## src/rtl/cla_pkg.sv

```systemverilog
// Shared constants and elaboration helpers for the pipelined carry-lookahead adder/subtractor.
package cla_pkg;

    localparam int CLA_BLK_DEF    = 4;
    localparam int CLA_STAGES_DEF = 2;

    typedef enum logic {
        MODE_ADD = 1'b0,
        MODE_SUB = 1'b1
    } cla_mode_e;

    function automatic int num_blocks(input int k, input int blk);
        return (k + blk - 1) / blk;
    endfunction

    function automatic int blocks_per_stage(input int n, input int stages);
        return (n + stages - 1) / stages;
    endfunction

    // STAGES must be at least 1 and no larger than the number of blocks.
    function automatic bit stages_legal(input int k, input int blk, input int stages);
        return (stages >= 1) && (stages <= num_blocks(k, blk));
    endfunction

endpackage

```

## src/rtl/cla_blk.sv

```systemverilog
// Combinational BLK-bit carry-lookahead block: sum, group generate/propagate,
// and the carry into bit TOP_BIT (the block's top meaningful bit).
module cla_blk #(
    parameter int BLK     = 4,
    parameter int TOP_BIT = BLK - 1
) (
    input  logic [BLK-1:0] a,
    input  logic [BLK-1:0] b,
    input  logic           cin,
    output logic [BLK-1:0] sum,
    output logic           g,
    output logic           p,
    output logic           c_top
);

    logic [BLK-1:0] gb;
    logic [BLK-1:0] pb;
    logic [BLK-1:0] c;
    logic [1:0]     gp;
    logic [1:0]     gp_all;

    // Returns {generate, propagate} of the bit group 0..hi.
    function automatic logic [1:0] group_gp(input logic [BLK-1:0] gv,
                                            input logic [BLK-1:0] pv,
                                            input int hi);
        logic gg;
        logic pp;
        gg = 1'b0;
        pp = 1'b1;
        for (int j = 0; j <= hi; j++) begin
            gg = gv[j] | (pv[j] & gg);
            pp = pp & pv[j];
        end
        return {gg, pp};
    endfunction

    assign gb = a & b;
    assign pb = a ^ b;

    always_comb begin
        gp   = '0;
        c    = '0;
        c[0] = cin;
        for (int i = 1; i < BLK; i++) begin
            gp   = group_gp(gb, pb, i - 1);
            c[i] = gp[1] | (gp[0] & cin);
        end
    end

    assign gp_all = group_gp(gb, pb, BLK - 1);
    assign g      = gp_all[1];
    assign p      = gp_all[0];
    assign sum    = pb ^ c;
    assign c_top  = c[TOP_BIT];

endmodule

```

## src/rtl/cla_pipe_addsub.sv

```systemverilog
// Pipelined carry-lookahead adder/subtractor with valid/ready backpressure.
// Define CLA_PIPE_OVF_EN to add the registered signed-overflow output ovf.
module cla_pipe_addsub
    import cla_pkg::*;
#(
    parameter int K      = 32,
    parameter int BLK    = CLA_BLK_DEF,
    parameter int STAGES = CLA_STAGES_DEF
) (
    input  logic         clk,
    input  logic         rst,
    input  logic         in_valid,
    output logic         in_ready,
    input  logic [K-1:0] a,
    input  logic [K-1:0] b,
    input  logic         cin,
    input  logic         sub,
    output logic         out_valid,
    input  logic         out_ready,
    output logic [K-1:0] sum,
    output logic         cout
`ifdef CLA_PIPE_OVF_EN
    ,
    output logic         ovf
`endif
);

    localparam int N        = num_blocks(K, BLK);
    localparam int BPS      = blocks_per_stage(N, STAGES);
    localparam int KP       = N * BLK;
    localparam int LS       = (N - 1) / BPS;
    localparam int LAST_TOP = (K - 1) % BLK;

    if (!stages_legal(K, BLK, STAGES)) begin : g_bad_stages
        $error("cla_pipe_addsub: STAGES must lie in 1..ceil(K/BLK)");
    end

    logic [KP-1:0]  a_p     [STAGES];
    logic [KP-1:0]  b_p     [STAGES];
    logic [KP-1:0]  sum_p   [STAGES];
    logic           c_p     [STAGES];
    logic           cout_p  [STAGES];
    logic           vld_p   [STAGES];

    logic [KP-1:0]  st_a    [STAGES];
    logic [KP-1:0]  st_b    [STAGES];
    logic [KP-1:0]  st_sum  [STAGES];
    logic           st_c    [STAGES];
    logic           st_cout [STAGES];
    logic           st_vld  [STAGES];

    logic [KP-1:0]  nx_sum  [STAGES];
    logic           nx_c    [STAGES];
    logic           nx_cout [STAGES];

    logic [BLK-1:0] blk_sum  [N];
    logic           blk_g    [N];
    logic           blk_p    [N];
    logic           blk_cin  [N];
    logic           blk_ctop [N];

    logic [K-1:0]   b_eff;
    logic           advance;
    logic           carry;
    logic           top_a;
    logic           top_b;
    logic           unused_tail;

`ifdef CLA_PIPE_OVF_EN
    logic           ovf_p   [STAGES];
    logic           st_ovf  [STAGES];
    logic           nx_ovf  [STAGES];
`endif

    // The whole pipe moves together; a held output freezes every stage.
    assign advance  = !vld_p[STAGES-1] || out_ready;
    assign in_ready = advance;

    // Stage inputs: effective operands enter stage 0, later stages read the previous registers.
    always_comb begin
        b_eff      = (sub == MODE_SUB) ? ~b : b;
        st_a[0]    = KP'(a);
        st_b[0]    = KP'(b_eff);
        st_sum[0]  = '0;
        st_c[0]    = (sub == MODE_SUB) ? ~cin : cin;
        st_cout[0] = 1'b0;
        st_vld[0]  = in_valid;
`ifdef CLA_PIPE_OVF_EN
        st_ovf[0]  = 1'b0;
`endif
        for (int s = 1; s < STAGES; s++) begin
            st_a[s]    = a_p[s-1];
            st_b[s]    = b_p[s-1];
            st_sum[s]  = sum_p[s-1];
            st_c[s]    = c_p[s-1];
            st_cout[s] = cout_p[s-1];
            st_vld[s]  = vld_p[s-1];
`ifdef CLA_PIPE_OVF_EN
            st_ovf[s]  = ovf_p[s-1];
`endif
        end
    end

    for (genvar n = 0; n < N; n++) begin : g_blk
        localparam int S = n / BPS;
        cla_blk #(
            .BLK     (BLK),
            .TOP_BIT ((n == N - 1) ? LAST_TOP : BLK - 1)
        ) u_blk (
            .a     (st_a[S][n*BLK +: BLK]),
            .b     (st_b[S][n*BLK +: BLK]),
            .cin   (blk_cin[n]),
            .sum   (blk_sum[n]),
            .g     (blk_g[n]),
            .p     (blk_p[n]),
            .c_top (blk_ctop[n])
        );
    end

    // Block carries ripple through group G/P inside a stage; each stage starts from its registered carry.
    always_comb begin
        carry = 1'b0;
        for (int s = 0; s < STAGES; s++) begin
            nx_c[s] = st_c[s];
        end
        for (int n = 0; n < N; n++) begin
            if (n % BPS == 0) begin
                carry = st_c[n / BPS];
            end
            blk_cin[n]    = carry;
            carry         = blk_g[n] | (blk_p[n] & carry);
            nx_c[n / BPS] = carry;
        end
    end

    always_comb begin
        for (int s = 0; s < STAGES; s++) begin
            nx_sum[s] = st_sum[s];
        end
        for (int n = 0; n < N; n++) begin
            nx_sum[n / BPS][n*BLK +: BLK] = blk_sum[n];
        end
    end

    // Carry into bit K comes from the bit K-1 inputs and the carry into it, so padding never masks it.
    always_comb begin
        top_a = st_a[LS][K-1];
        top_b = st_b[LS][K-1];
        for (int s = 0; s < STAGES; s++) begin
            nx_cout[s] = st_cout[s];
`ifdef CLA_PIPE_OVF_EN
            nx_ovf[s]  = st_ovf[s];
`endif
        end
        nx_cout[LS] = (top_a & top_b) | ((top_a ^ top_b) & blk_ctop[N-1]);
`ifdef CLA_PIPE_OVF_EN
        nx_ovf[LS]  = blk_ctop[N-1] ^ nx_cout[LS];
`endif
    end

    // Stage registers: sum slice, outgoing carry and skewed operands per stage.
    always_ff @(posedge clk) begin
        if (rst) begin
            for (int s = 0; s < STAGES; s++) begin
                vld_p[s]  <= 1'b0;
                a_p[s]    <= '0;
                b_p[s]    <= '0;
                sum_p[s]  <= '0;
                c_p[s]    <= 1'b0;
                cout_p[s] <= 1'b0;
`ifdef CLA_PIPE_OVF_EN
                ovf_p[s]  <= 1'b0;
`endif
            end
        end else if (advance) begin
            for (int s = 0; s < STAGES; s++) begin
                vld_p[s]  <= st_vld[s];
                a_p[s]    <= st_a[s];
                b_p[s]    <= st_b[s];
                sum_p[s]  <= nx_sum[s];
                c_p[s]    <= nx_c[s];
                cout_p[s] <= nx_cout[s];
`ifdef CLA_PIPE_OVF_EN
                ovf_p[s]  <= nx_ovf[s];
`endif
            end
        end
    end

    assign out_valid = vld_p[STAGES-1];
    assign sum       = sum_p[STAGES-1][K-1:0];
    assign cout      = cout_p[STAGES-1];
`ifdef CLA_PIPE_OVF_EN
    assign ovf       = ovf_p[STAGES-1];
`endif

    // Final-stage operand copies, padded sum bits and inner-block top carries have no consumer.
    always_comb begin
        unused_tail = ^{a_p[STAGES-1], b_p[STAGES-1], sum_p[STAGES-1], c_p[STAGES-1]};
        for (int n = 0; n < N; n++) begin
            unused_tail = unused_tail ^ blk_ctop[n];
        end
    end

endmodule

```

## config.mk

```make
export PLATFORM = sky130hd
export DESIGN_NAME = cla_pipe_addsub
export DESIGN_NICKNAME = d
export VERILOG_FILES = /design/src/rtl/cla_pkg.sv /design/src/rtl/cla_blk.sv /design/src/rtl/cla_pipe_addsub.sv
export SDC_FILE = /design/constraint.sdc
export NUM_CORES = 1
export LEC_CHECK = 0
export CAP_MARGIN = 0
export CORE_UTILIZATION = 55
export DETAILED_ROUTE_END_ITERATION = 16
export PLACE_DENSITY = 0.86
export SYNTH_ARGS = -nofsm -noshare
export SYNTH_HDL_FRONTEND = slang
export SYNTH_SLANG_ARGS = --single-unit
```

## constraint.sdc

```tcl
create_clock -name clk -period 4.6 [get_ports clk]
set_input_delay 0.46 -clock clk [delete_from_list [all_inputs] [get_ports clk]]
set_output_delay 0.46 -clock clk [all_outputs]
set_load 0.005 [all_outputs]
```

== After elaboration in Yosys (flattened, before gate mapping) ==
Memories as Yosys holds them, arrays and structs flattened.
Index checks and enable logic that the tools add are counted.

* Input bits: 70
* Memories kept: 6
* Logic and storage cells: 205
* ROM bits: 0
* Output and inout bits: 35
* Bits in registers: 0
* RAM bits: 198
* Latch bits: 0

* Order comparisons: 0
* Div/mod/pow operators: 0
* Add/subtract/negate cells: 0
* Reductions and logical operators: 2
* Multiply operators: 0
* Multiplexer cells: 19
* Bitwise logic cells: 178
* Equality and inequality tests: 0
* Shifts and indexed selects: 0

{| class="wikitable"
|+ Memories
! name !! depth !! bits a word !! rd ports !! clocked after memory_dff !! wr ports !! RTL line !! text
|-
| a_p || 2 || 32 || 1 || 0 || 2 || cla_pipe_addsub.sv:38 || <nowiki>logic [KP-1:0] a_p [STAGES];</nowiki>
|-
| b_p || 2 || 32 || 1 || 0 || 2 || cla_pipe_addsub.sv:39 || <nowiki>logic [KP-1:0] b_p [STAGES];</nowiki>
|-
| sum_p || 2 || 32 || 2 || 0 || 2 || cla_pipe_addsub.sv:40 || <nowiki>logic [KP-1:0] sum_p [STAGES];</nowiki>
|-
| c_p || 2 || 1 || 1 || 0 || 2 || cla_pipe_addsub.sv:41 || <nowiki>logic c_p [STAGES];</nowiki>
|-
| cout_p || 2 || 1 || 1 || 0 || 2 || cla_pipe_addsub.sv:42 || <nowiki>logic cout_p [STAGES];</nowiki>
|-
| vld_p || 2 || 1 || 2 || 0 || 2 || cla_pipe_addsub.sv:43 || <nowiki>logic vld_p [STAGES];</nowiki>
|}

{| class="wikitable"
|+ Operator list
! cell !! number
|-
| 32-bit two-way mux || 7
|-
| 1-bit AND || 82
|-
| 1-bit bitwise OR || 69
|-
| 4-bit XOR || 16
|-
| 4-bit AND || 8
|-
| 32-bit inverter || 1
|-
| 1-bit two-way mux || 12
|-
| 1-bit logical NOT || 1
|-
| 1-bit logical OR || 1
|-
| 1-bit inverter || 1
|-
| 1-bit XOR || 1
|}

== Longest topological paths before layout ==
* Depth after elaboration: 18
* Mapped depth: 12
* Mapped depth without buffers: 10

== Hierarchy ==
From an unflattened synthesis, not the netlist that was laid out.

* Cells, all modules: 416
* Area total of the unflattened synthesis: 4926.0 um^2

{| class="wikitable"
|+ Modules (own cells, without submodules)
! module !! area an instance (um^2) !! instances !! sequential area each (um^2) !! cells an instance
|-
| cla_pipe_addsub || 3513.4 || 1 || 2522.4 || 236
|-
| cla_blk at g_blk[3].u_blk ... || 177.7 || 4 || 0.0 || 23
|-
| cla_blk at g_blk[0].u_blk ... || 175.2 || 3 || 0.0 || 22
|-
| cla_blk at g_blk[6].u_blk || 176.4 || 1 || 0.0 || 22
|}

== Worst setup path before layout ==
OpenSTA, ideal clock, no wires.

* Kind: input-to-reg
* From: input sub
* To: memory sum_p[0][12] (netlist name) (data pin)
* Path buffers: 2
* Setup slack: 1433 ps
* Data arrival time: 3026 ps
* Cell stages on the path: 11
* Data required time: 4459 ps
* Library setup time: 141 ps
* Path through: buf_6 > clkbuf_1 > xor2_1 > ha_1 > and3_1 > a221o_1 > nand3_1 > a31oi_1 > a21oi_1 > fa_1 > nor2_1

{| class="wikitable"
|+ RTL lines
! item !! RTL line !! text
|-
| from (decl) || cla_pipe_addsub.sv:17 || <nowiki>input logic sub,</nowiki>
|-
| to (decl) || cla_pipe_addsub.sv:40 ||
|}

==> out/metrics.yaml <==
status:
  outcome: "finished, final reports clean"
global_route:
  grt_antenna_before_repair: 0
  grtUsageTotal: 0.218
  grt_pass1_vias: 3301
  grt_first_pass_wirelength_mm: 14.9
  grt_overflow: 0
  grt_max_degree: 85
floorplan:
  initial_core_util: 0.574
  die_w_um: 95.1
  dieArea_um2: 9040
  io-pin-count: 105
  rows: 33
  fp.coreArea_um2: 8300
  die_y_um: 95.1
timing:
  fin_crit_ns: 2.96
  slew_headroom: 0.256
  setup_viol: 0
  fmax_mhz: 337
  finalCritPeriodShare: 0.644
  setup_tns_ns: 0
  hold_viol_final: 0
  tightest_slew_ns: 1.12
  layout_setup_ws_ns: 1.64
  fin_skew_ns: 0.00817
  rsz0062_at_grt: "no"
  slew_viol_final: 0
synth:
  async_flop_share: 0
  synth_top_cell_by_area: "edfxtp_1"
  synth_edf_count: 84
  yosysUniqueCellTypes: 41
  yosys_warnings: 0
  synth_area_um2: 4770
  synth_ff_type: "edfxtp_1"
  synth_nets: 501
  synth_cells: 391
  ys_top_cells_by_area: "edfxtp_1, ha_1, and2_1, xor2_1, xnor2_1"
  synth_area_per_cell_um2: 12.2
  yosysSeqAreaShare: 0.529
  synth.top_cell.area_share: 0.529
  ys_seq_elements: 84
critical_path:
  critPathLaunchType: "primary input"
  critPathMaxFanout: 22
  cp_common_cell: "nor2_1"
  slowest_stage: "buf_2"
  r2r_slack_ns: 1.71
  arrival_ns: 3.16
  slowest_delay_ns: 0.48
  required_ns: 4.80
  path_cells: "buf_2, xor2_1, ha_1, and3_1, a221o_1, and3_4, nor2_1, fa_1, nor2_1"
  end_kind: "flop"
  crit_type: "primary input to flop"
cts:
  cts.clk_slew.worst_paths_ns: 0.08
  htree_levels: 3
  cts-root-buf: "clkbuf_8"
  tritoncts: "yes"
  insertion_delay_ns: 0.34
  cts_buffer_depth: 2
  cts.sinks: 84
  cts_resized: 0
  holdBufCountCts: 0
  cts_buffers: 9
  post_cts_buffers: 0
place:
  hpwl_mm: 6.72
  place_ws_ns: 1.30
  portBuffers: 104
  dpl_cell_area_um2: 5900
  place_congestion: 0.930
routing:
  viasPerCell: 5.46
  wl_per_cell_um: 15.4
  drt-pass1-iter-count: 4
  drtAntennaViolNets: 0
  first_iter_violations: 120
  wl_mm: 9.26
  drcViolationCount: 0
  num_vias: 3294
cells_and_area:
  layout.nets: 605
  drive_above_1_share: 0.0542
  post-route-cell-area_um2: 6130
  fin_util: 0.739
  final_cell_mix: "clkdlybuf4s50_1, edfxtp_1, and2_1, nor2_1, ha_1"
  multi_input_area_um2: 2140
  regArea_um2: 2520
  fillCellCount: 563
  final_common_cell: "clkdlybuf4s50_1"
  area_growth_syn_to_layout_pct: 28.6
  diodes: 0
power:
  irDropWorstVdd_v: 0.000173
  power_density_nw_per_um2: 341
  power.leakage_uw: 0.00251
hold_path:
  holdCritPathClass: "flop to flop"
flow_run:
  maxCapViolCount: 0
## layout make-up
| class | count | share of cell area |
|---|---|---|
| Clock buffer | 9 | 0.0202 |
| Clock inverter | 5 | 0.0167 |
| Inverter | 15 | 0.00919 |
| Multi-Input combinational cell | 279 | 0.349 |
| Sequential cell | 84 | 0.412 |
| Tap cell | 105 | 0.0214 |
| Timing Repair Buffer | 106 | 0.171 |
## where the power goes
| part | internal (µW) | total, µW | switching (µW) |
|---|---|---|---|
| combinational | 270 | 501 | 231 |
| sequential | 956 | 987 | 30.9 |
| clock | 354 | 605 | 251 |
## cell families (layout without fill, tap and decap cells)
kind of cell	count (synthesis)	in the layout	share of synthesized area
flip-flops	84	84	0.529
buffers and inverters	28	135	0.0236
AO/OA/AOI/OAI	61	61	0.0948
adder cells (fa/ha/maj)	40	40	0.119
multiplexers	5	5	0.0105
XOR/XNOR	44	44	0.0808
AND/OR/NAND/NOR	129	129	0.142
## Yosys cell counts (6+ instances only)
cell type	n
edfxtp_1	84
and2_1	42
nor2_1	36
ha_1	31
xor2_1	23
xnor2_1	21
inv_1	15
nand2_1	14
a21oi_1	13
clkbuf_1	10
a21o_1	9
fa_1	9
nand2b_1	7
nand3_1	7
o21ai_0	7
a211oi_1	6
a31oi_1	6
nor3_1	6
## routing by layer
layer  part of all wire  global-route usage  vias to the layer above
li1                   -                   -                     1607
met4             0.0098              0.0732                        0
met3              0.049              0.0439                       10
met1               0.41               0.257                     1560
met5                  0                   0                        -
met2               0.53               0.393                      117
## critical path: cells and delay by family
family,cells,cell delay [ns]
adders and majority gates,2,0.75
and+or+nand+nor,4,0.75
AOI/OAI and AO/OA,1,0.43
buffers and inverters,1,0.48
xor gates and xnor gates,1,0.30
## flip-flops by register name, summed over array words and instances, names as in the netlist
name / cells
sum_p: 48
a_p: 16
b_p: 16
vld_p: 2
c_p: 1
cout_p: 1
## path summary, 6_finish.rpt
| check | cells after the start | to | startpoint |
|---|---|---|---|
| setup / recovery | 9 | sum_p[0][8] | sub |
| hold / removal | 1 | sum_p[0][47] | sum_p[0][15] |
| hold reg to reg | 1 | sum_p[0][47] | sum_p[0][15] |
| setup reg to reg | 8 | sum_p[0][63] | b_p[0][16] |
## metrics by stage
step                hold WS [ns]  cells  power, µW
global route               0.542    603       2190
finish                     0.515    603       2090
detailed placement         0.504    589       1500
floorplan                  0.497    391       1290
global placement           0.501    589       1480
CTS                        0.515    603       2100
No activity file was read; power rests on OpenSTA's default activity.
